===== src/rtl/alu_muldiv_unit.sv =====
// alu_muldiv_unit: iterative radix-2 multiply/divide for the RV32M op subset.
// Define ALU_MULDIV_FAST_MUL_EN for a single-cycle multiply product path.
module alu_muldiv_unit #(
  parameter int XLEN = 32,
  parameter int ITER = 32
) (
  input  logic            clk,
  input  logic            rst,
  input  logic            flush,
  input  logic            in_valid,
  output logic            in_ready,
  input  logic [5:0]      op,
  input  logic [XLEN-1:0] a,
  input  logic [XLEN-1:0] b,
  output logic            out_valid,
  input  logic            out_ready,
  output logic [XLEN-1:0] result,
  output logic            illegal,
  output logic            busy
);

  localparam int W  = XLEN;
  localparam int CW = $clog2(ITER);
  localparam logic [CW-1:0] LAST = CW'(ITER - 1);
  localparam logic [W-1:0]  MINV = {1'b1, {(W-1){1'b0}}};

  localparam logic [5:0] OP_MUL    = 6'h12;
  localparam logic [5:0] OP_MULH   = 6'h13;
  localparam logic [5:0] OP_MULHU  = 6'h14;
  localparam logic [5:0] OP_MULHSU = 6'h15;
  localparam logic [5:0] OP_DIV    = 6'h16;
  localparam logic [5:0] OP_DIVU   = 6'h17;
  localparam logic [5:0] OP_REM    = 6'h18;
  localparam logic [5:0] OP_REMU   = 6'h19;

  typedef enum logic [1:0] {
    IDLE,
    EXEC,
    FIXUP,
    DONE
  } state_t;

  state_t        state_q;
  logic [5:0]    op_q;
  logic          mul_q;
  logic          sa_q;
  logic          sb_q;
  logic [2*W-1:0] acc_q;
  logic [W-1:0]  mcd_q;
  logic [CW-1:0] cnt_q;
  logic          in_ready_q;
  logic          out_valid_q;
  logic          illegal_q;
  logic          busy_q;
  logic [W-1:0]  result_q;

  logic          legal;
  logic          is_mul;
  logic          sgn_a;
  logic          sgn_b;
  logic          b_zero;
  logic          ovf;
  logic          special;
  logic [W-1:0]  mag_a;
  logic [W-1:0]  mag_b;
  logic [W-1:0]  spec_res;

  always_comb begin
    legal  = 1'b1;
    is_mul = 1'b0;
    sgn_a  = 1'b0;
    sgn_b  = 1'b0;
    case (op)
      OP_MUL, OP_MULH: begin
        is_mul = 1'b1;
        sgn_a  = a[W-1];
        sgn_b  = b[W-1];
      end
      OP_MULHSU: begin
        is_mul = 1'b1;
        sgn_a  = a[W-1];
      end
      OP_MULHU: is_mul = 1'b1;
      OP_DIV, OP_REM: begin
        sgn_a = a[W-1];
        sgn_b = b[W-1];
      end
      OP_DIVU, OP_REMU: legal = 1'b1;
      default: legal = 1'b0;
    endcase
  end

  assign b_zero  = legal && !is_mul && (b == '0);
  assign ovf     = (op == OP_DIV || op == OP_REM)
                && (a == MINV) && (b == '1);
  assign special = !legal || b_zero || ovf;
  assign mag_a   = sgn_a ? -a : a;
  assign mag_b   = sgn_b ? -b : b;

  always_comb begin
    spec_res = '0;
    unique case (1'b1)
      !legal:  spec_res = '0;
      b_zero:  spec_res = (op == OP_DIV || op == OP_DIVU) ? '1 : a;
      ovf:     spec_res = (op == OP_DIV) ? MINV : '0;
      default: spec_res = '0;
    endcase
  end

`ifdef ALU_MULDIV_FAST_MUL_EN
  logic signed [2*W-1:0] fa;
  logic signed [2*W-1:0] fb;
  logic signed [2*W-1:0] fprod;
  assign fa    = {{W{sgn_a}}, a};
  assign fb    = {{W{sgn_b}}, b};
  assign fprod = fa * fb;
`endif

  // Shared engine: add for shift-add multiply, subtract for restoring divide
  logic [W:0]     lhs;
  logic [W:0]     rhs;
  logic [W+1:0]   sum;
  logic [2*W-1:0] acc_step;

  always_comb begin
    lhs = mul_q ? {1'b0, acc_q[2*W-1:W]} : acc_q[2*W-1:W-1];
    rhs = (mul_q && !acc_q[0]) ? '0 : {1'b0, mcd_q};
    sum = mul_q ? ({1'b0, lhs} + {1'b0, rhs})
                : ({1'b0, lhs} - {1'b0, rhs});
    if (mul_q)
      acc_step = {sum[W:0], acc_q[W-1:1]};
    else if (sum[W+1])
      acc_step = {acc_q[2*W-2:0], 1'b0};
    else
      acc_step = {sum[W-1:0], acc_q[W-2:0], 1'b1};
  end

  logic [2*W-1:0] prod;
  logic [W-1:0]   quo;
  logic [W-1:0]   rem;
  logic [W-1:0]   fix_res;

  always_comb begin
    prod = (sa_q ^ sb_q) ? -acc_q : acc_q;
    quo  = (sa_q ^ sb_q) ? -acc_q[W-1:0] : acc_q[W-1:0];
    rem  = sa_q ? -acc_q[2*W-1:W] : acc_q[2*W-1:W];
    case (op_q)
      OP_MUL:                       fix_res = prod[W-1:0];
      OP_MULH, OP_MULHU, OP_MULHSU: fix_res = prod[2*W-1:W];
      OP_DIV, OP_DIVU:              fix_res = quo;
      default:                      fix_res = rem;
    endcase
  end

  always_ff @(posedge clk) begin
    if (rst) begin
      state_q     <= IDLE;
      op_q        <= '0;
      mul_q       <= 1'b0;
      sa_q        <= 1'b0;
      sb_q        <= 1'b0;
      acc_q       <= '0;
      mcd_q       <= '0;
      cnt_q       <= '0;
      in_ready_q  <= 1'b1;
      out_valid_q <= 1'b0;
      illegal_q   <= 1'b0;
      busy_q      <= 1'b0;
      result_q    <= '0;
    end else begin
      unique case (state_q)
        IDLE: begin
          if (!flush && in_valid) begin
            op_q       <= op;
            mul_q      <= is_mul;
            sa_q       <= sgn_a;
            sb_q       <= sgn_b;
            cnt_q      <= '0;
            in_ready_q <= 1'b0;
            busy_q     <= 1'b1;
            illegal_q  <= !legal;
            if (special) begin
              state_q     <= DONE;
              result_q    <= spec_res;
              out_valid_q <= 1'b1;
`ifdef ALU_MULDIV_FAST_MUL_EN
            end else if (is_mul) begin
              state_q <= FIXUP;
              acc_q   <= fprod;
              sa_q    <= 1'b0;
              sb_q    <= 1'b0;
`endif
            end else begin
              state_q <= EXEC;
              mcd_q   <= is_mul ? mag_a : mag_b;
              acc_q   <= {{W{1'b0}}, is_mul ? mag_b : mag_a};
            end
          end
        end
        EXEC: begin
          if (flush) begin
            state_q    <= IDLE;
            in_ready_q <= 1'b1;
            busy_q     <= 1'b0;
          end else begin
            acc_q <= acc_step;
            cnt_q <= cnt_q + 1'b1;
            if (cnt_q == LAST)
              state_q <= FIXUP;
          end
        end
        FIXUP: begin
          if (flush) begin
            state_q    <= IDLE;
            in_ready_q <= 1'b1;
            busy_q     <= 1'b0;
          end else begin
            state_q     <= DONE;
            result_q    <= fix_res;
            out_valid_q <= 1'b1;
          end
        end
        DONE: begin
          if (flush || out_ready) begin
            state_q     <= IDLE;
            out_valid_q <= 1'b0;
            in_ready_q  <= 1'b1;
            busy_q      <= 1'b0;
          end
        end
      endcase
    end
  end

  assign in_ready  = in_ready_q;
  assign out_valid = out_valid_q;
  assign result    = result_q;
  assign illegal   = illegal_q;
  assign busy      = busy_q;

endmodule


===== config.mk =====
export PLATFORM = sky130hd
export DESIGN_NAME = alu_muldiv_unit
export DESIGN_NICKNAME = d
export VERILOG_FILES = /design/src/rtl/alu_muldiv_unit.sv
export SDC_FILE = /design/constraint.sdc
export NUM_CORES = 1
export LEC_CHECK = 0
export CAP_MARGIN = 40
export CORE_MARGIN = 2
export CORE_UTILIZATION = 38
export CTS_BUF_LIST = sky130_fd_sc_hd__clkbuf_8
export CTS_CLUSTER_SIZE = 20
export DETAILED_ROUTE_END_ITERATION = 16
export MAX_ROUTING_LAYER = met4
export SYNTH_ARGS = -nofsm -noshare
export SYNTH_HDL_FRONTEND = slang
export SYNTH_SLANG_ARGS = --single-unit

===== constraint.sdc =====
create_clock -name clk -period 4.95 [get_ports clk]
set_input_delay 0.99 -clock clk [delete_from_list [all_inputs] [get_ports clk]]
set_output_delay 0.99 -clock clk [all_outputs]
set_load 0.02 [all_outputs]

== After elaboration in Yosys (flattened, before gate mapping) ==
Index checks and enable logic that the tools add are counted.

* Flip-flop bits (word level): 148
* Input port bits: 75
* Output and inout bits: 36

* Reduce and logical (&&, ||, !) cells: 35
* Bitwise operators: 2
* $add $sub $neg: 8
* Equality and inequality tests: 28
* Multiplexer cells: 50

{| class="wikitable"
|+ Operators with widths
! kind !! count
|-
| 32-bit 2-to-1 mux || 12
|-
| 64-bit 2-to-1 mux || 6
|-
| 32-bit negation || 4
|-
| 32-bit one-hot mux with 2 select lines || 2
|-
| 64-bit one-hot mux with 2 select lines || 1
|-
| 32-bit one-hot mux with 3 select lines || 1
|-
| 6-bit by 5-bit equality test with 1-bit output (second input constant) || 14
|-
| 32-bit equality test (second input constant) || 2
|-
| 64-bit negation || 1
|-
| 33-bit by 32-bit adder with 34-bit output || 1
|-
| 34-bit 2-to-1 mux || 1
|-
| 33-bit by 32-bit subtractor with 34-bit output || 1
|-
| 33-bit 2-to-1 mux || 1
|-
| 32-bit logical NOT || 1
|-
| 1-bit 2-to-1 mux || 13
|-
| 2-bit 2-to-1 mux || 6
|-
| 2-bit inequality test (second input constant) || 6
|-
| 3-bit AND reduction || 4
|-
| 5-bit 2-to-1 mux || 2
|-
| 5-bit one-hot mux with 2 select lines || 1
|-
| 1-bit one-hot mux with 3 select lines || 3
|-
| 2-bit one-hot mux with 4 select lines || 1
|-
| 4-bit AND reduction || 2
|-
| 4-bit OR reduction || 2
|-
| other kinds (20) || 35
|}

== Logic depth before layout (Yosys ltp) ==
* Word-level depth: 11
* Gate-level depth with buffers: 24
* Depth with buffers taken out: 20

== Worst setup path before layout ==
No wires, ideal clock.

* Path type: flip-flop to flip-flop
* Start: reg acc_q[0]
* End: reg acc_q[41]
* Required time: 4.822 ns
* Cell stages (with the launch flop): 25
* Library setup time: 0.128 ns
* Setup slack: -0.210 ns
* Arrival time: 5.032 ns
* Path buffers: 4
* Clock period less this slack: 5.160 ns
* Path through: dfxtp_1 clkbuf_1 nand2b_1 clkbuf_1 nand2_1 ha_1 o21ai_0 a21oi_1 nand2_1 or3_1 o31ai_1 a21oi_1 o221ai_1 ha_1 clkbuf_1 a21oi_1 o21ai_0 a2111oi_0 nand2_1 a21boi_0 a311oi_1 nand2_1 buf_1 mux2i_1 o21ai_1

* Longest elaborated chain between the ends: 9

{| class="wikitable"
|+ RTL lines
! what !! line !! text
|-
| from (decl) || 48 || <nowiki>logic [2*W-1:0] acc_q;</nowiki>
|-
| from (signal assigned) || 196 || <nowiki>acc_q <= {{W{1'b0}}, is_mul ? mag_b : mag_a};</nowiki>
|-
| from (signal assigned) || 206 || <nowiki>acc_q <= acc_step;</nowiki>
|-
| 1-bit logical NOT (*) || 127 || <nowiki>rhs = (mul_q && !acc_q[0]) ? '0 : {1'b0, mcd_q};</nowiki>
|-
| 1-bit logical AND (*) || 127 ||
|-
| 32-bit 2-to-1 mux (*) || 127 ||
|-
| 33-bit by 32-bit subtractor with 34-bit output / 33-bit by 32-bit adder with 34-bit output (equally long branches) || 129, 128 ||
|-
| 34-bit 2-to-1 mux (*) || 128 || <nowiki>sum = mul_q ? ({1'b0, lhs} + {1'b0, rhs})</nowiki>
|-
| 64-bit 2-to-1 mux || 132 || <nowiki>else if (sum[W+1])</nowiki>
|-
| 64-bit 2-to-1 mux (*) || 130 || <nowiki>if (mul_q)</nowiki>
|-
| 64-bit 2-to-1 mux (*) || 201 || <nowiki>if (flush) begin</nowiki>
|-
| 64-bit one-hot mux with 2 select lines (*) || 171 || <nowiki>unique case (state_q)</nowiki>
|}

Mark *: on every way between the ends. The rest lies on a longest branch, timed or not. The select of a mux whose other input is x is not followed.
A chain may end at the register's enable or synchronous reset.

== Worst setup path in the final report ==
* Start: reg mcd_q[2]
* End: reg acc_q[58]

* Longest elaborated chain between the ends: 7

{| class="wikitable"
|+ RTL lines
! what !! line !! text
|-
| from (decl) || 49 || <nowiki>logic [W-1:0] mcd_q;</nowiki>
|-
| from (signal assigned) || 195 || <nowiki>mcd_q <= is_mul ? mag_a : mag_b;</nowiki>
|-
| 32-bit 2-to-1 mux (*) || 127 ||
|-
| 33-bit by 32-bit subtractor with 34-bit output / 33-bit by 32-bit adder with 34-bit output (equally long branches) || 129, 128 ||
|-
| 34-bit 2-to-1 mux (*) || 128 ||
|-
| 64-bit 2-to-1 mux || 132 ||
|-
| 64-bit 2-to-1 mux (*) || 130 ||
|-
| 64-bit 2-to-1 mux (*) || 201 ||
|-
| 64-bit one-hot mux with 2 select lines (*) || 171 ||
|}

Marked as above.

==> results by group <==
Cells and area
  – Multi-input gate area: 10800 um2
  – Commonest non-fill, non-tap cell in the layout: nor2_1
  – Nets: 2234
  – Ratio of cells with drive above 1 in the final layout: 0.1002
  – Area added between synthesis and finish: 15.67%
  – Most frequent cells in the layout: nor2_1 (237), nand2_1 (204), a21oi_1 (172)
  – Filler cells: 3960
  – Diode count: 0
  – Sequential Area: 2967 um2

Setup path
  – Worst path slowest cell: or3_1
  – Slowest stage delay, CP: 410 ps
  – Crit path from: mcd_q[2]
  – Worst R2R Path Depth: 21
  – Worst path cell trace: or3_1 -> nor3b_2 -> o21ai_0 -> a21oi_1 -> nand2_1 -> or3_1 -> o31ai_2 -> buf_4 -> o221ai_1 -> ha_1 -> buf_4 -> a21oi_1 -> o21ai_1 -> a2111oi_2 -> nand2_1 -> a21boi_1 -> a311oi_2 -> nand2_2 -> buf_12 -> mux2i_1 -> o221ai_1
  – Reg-to-reg slack, setup: 290 ps
  – Crit path kind: flip-flop to flip-flop
  – CP required: 5330 ps
  – Crit Reg-Reg Startpoint: mcd_q[2]
  – CP Capture Type: flip-flop
  – Critical Path End: acc_q[58]
  – Crit path max fanout: 16
  – Setup crit start kind: flip-flop
  – Worst R2R End: acc_q[58]
  – Critical Path AT: 5030 ps

GRT
  – Largest net degree at the start of global routing: 132
  – Global-route wire length before repair: 88.66 mm
  – Grt total ovfl: 0
  – Antenna violations before repair: 0
  – GR Util All Layers: 0.3029
  – Vias in the first global route: 14400

Detailed routing
  – DR vias: 15890
  – Post-route antenna net violation count: 0
  – Post-route DRC: 0
  – Wire per inst: 22.44 um
  – Vias per Instance: 6.028
  – Total Wirelength: 59.15 mm
  – DRT iter0 DRCs: 1605
  – Drt first pass iters: 5

Power and ir drop
  – Pwr dens: 317.7 nW/um2
  – VDD IR max: 0.0002015 V
  – Design Power: 5.343 mW
  – Leakage power: 6.301 nW

Clock tree
  – Clk pin slew, worst setup/hold paths: 90 ps
  – CTS Root Cell: clkbuf_8
  – TritonCTS clock tree: built
  – CTS Buffer Depth: 2
  – CTS sink count: 148
  – Clock latency on the worst-skew pair: 520 ps
  – H-tree Lvls: 4
  – Num CTS Buffers: 17
  – Hold Buf Count CTS: 0

Synthesis
  – Ys async rst share: 0
  – Post-Syn Instances: 2071
  – Top_reg_cell synth: dfxtp_1
  – Post-Syn Nets: 2193
  – Sequential-to-total area share from yosys stat: 0.2038
  – Post-synth EDFFs: 0
  – Warning count from the yosys run: 0
  – Distinct cell type count after synthesis: 69
  – Average size of a mapped cell: 7.021 um2
  – Synth Cell Area: 14540 um2
  – Yosys reg bits: 148

STA
  – Worst relative slew slack: 0.3583
  – Final hold violations: 0
  – Worst slew pin tran: 954.0 ps
  – Fin. max-slew vios: 0
  – Setup Skew: 18.77 ps
  – # setup viols final: 0
  – Setup TNS: 0 ps
  – Fmax: 0.2147 GHz
  – Min Tclk post-route: 4658 ps
  – Worst hold margin: 463.0 ps
  – RSZ-0062 raised after global routing: no
  – Crit share post-route: 0.9411

Floorplan
  – Initial Util: 0.3861
  – Rows: 71
  – Die Span Y: 199.6 um
  – Die area: 39850 um2
  – Core Area: 37670 um2
  – Die width: 199.6 um
  – # IOs: 111

Hold path
  – Worst hold path type: flip-flop to flip-flop
  – Hold path depth: 2

Run
  – Max Cap Violations: 0

Place
  – IO Port Bufs: 110
  – DP Wirelength: 45.52 mm
  – Gpl congestion: 0.9724

Outcome
  – Status: complete, no violations
[logic make-up after synthesis]
group                      after synthesis  synth area share
xor gates and xnor gates               181            0.1090
DFF                                    148            0.2038
adders and majority gates               47           0.04096
buffers and inverters                  216           0.05825
and+or+nand+nor                        735            0.2352
AOI/OAI and AO/OA                      652            0.2847
muxes                                   92           0.06815
[sequential cells by signal, summed over array words and instances (netlist names)]
signal and count:
result 32, in_ready 1, acc_q 64, out_valid 1, mul_q 1, sa_q 1, sb_q 1, state_q 2
busy 1, op_q 6, illegal 1, mcd_q 32, cnt_q 5
[per-layer routing]
layer	track usage	wire length (um)	up-vias
met5	-	0	-
met4	0.1473	2802	0
met3	0.04186	4280	105
met2	0.4390	25520	630
met1	0.4116	26540	7522
li1	-	-	7632
[area by class of cell]
class,instances,area share
Tap cell,511,0.03801
Clock inverter,15,0.01220
Inverter,43,0.009596
Sequential cell,148,0.1764
Timing Repair Buffer,195,0.1077
Clock buffer,17,0.01391
Multi-Input combinational cell,1707,0.6422
[stage by stage]
stage          setup slack [ps]  cells  area, um2    util
6_report                  291.7   2636      16820  0.4466
4_1_cts                   13.15   2635      16760  0.4449
3_5_place_dp              43.59   2603      16320  0.4333
3_3_place_gp              78.00   2600      16290  0.4325
2_1_floorplan             13.85   2071      14550       -
5_1_grt                   8.822   2636      16820  0.4466
[critical path, delay by kind of cell, from the launching register on]
kind / cells / cell delay, ps
DFF: 1 / 310
and+or+nand+nor: 6 / 1450
muxes: 1 / 210
buffers and inverters: 3 / 530
AOI/OAI and AO/OA: 10 / 1690
adders and majority gates: 1 / 340
[cell usage after synthesis (22+ instances only)]
library cell	number	area, um2
a211oi_1	63	473.0
a21oi_1	173	865.8
a22oi_1	36	270.3
a311oi_1	22	192.7
clkbuf_1	142	533.0
dfxtp_1	148	2963
ha_1	46	575.6
inv_1	43	161.4
mux2_2	56	630.6
mux2i_1	36	360.4
nand2_1	205	769.5
nand3_1	55	275.3
nor2_1	237	889.6
nor3_1	79	395.4
nor4_1	24	150.1
o211ai_1	34	255.2
o21ai_0	144	720.7
xnor2_1	105	919.6
xor2_1	76	665.6
[worst min-delay path by stage]
stage | endpoint | slack [ps] | start
2_1_floorplan | op_q[5] | 430 | op_q[5]
3_3_place_gp | op_q[5] | 440 | op_q[5]
3_5_place_dp | op_q[4] | 450 | op_q[4]
4_1_cts | op_q[4] | 470 | op_q[4]
5_1_grt | result[3] | 480 | result[3]
6_report | op_q[5] | 460 | op_q[5]
[power by group]
part / switching, mW / internal [mW]
clock: 0.551 / 0.554
sequential: 0.207 / 1.34
combinational: 1.68 / 1.00
[timing repair]
| item | 4_1_cts | 5_1_grt |
|---|---|---|
| gates resized for setup | 0 | 10 |
| setup buffers | 0 | 0 |
| setup endpoints to repair | 0 | 33 |
Note: power is estimated with default switching activity, not from simulation.
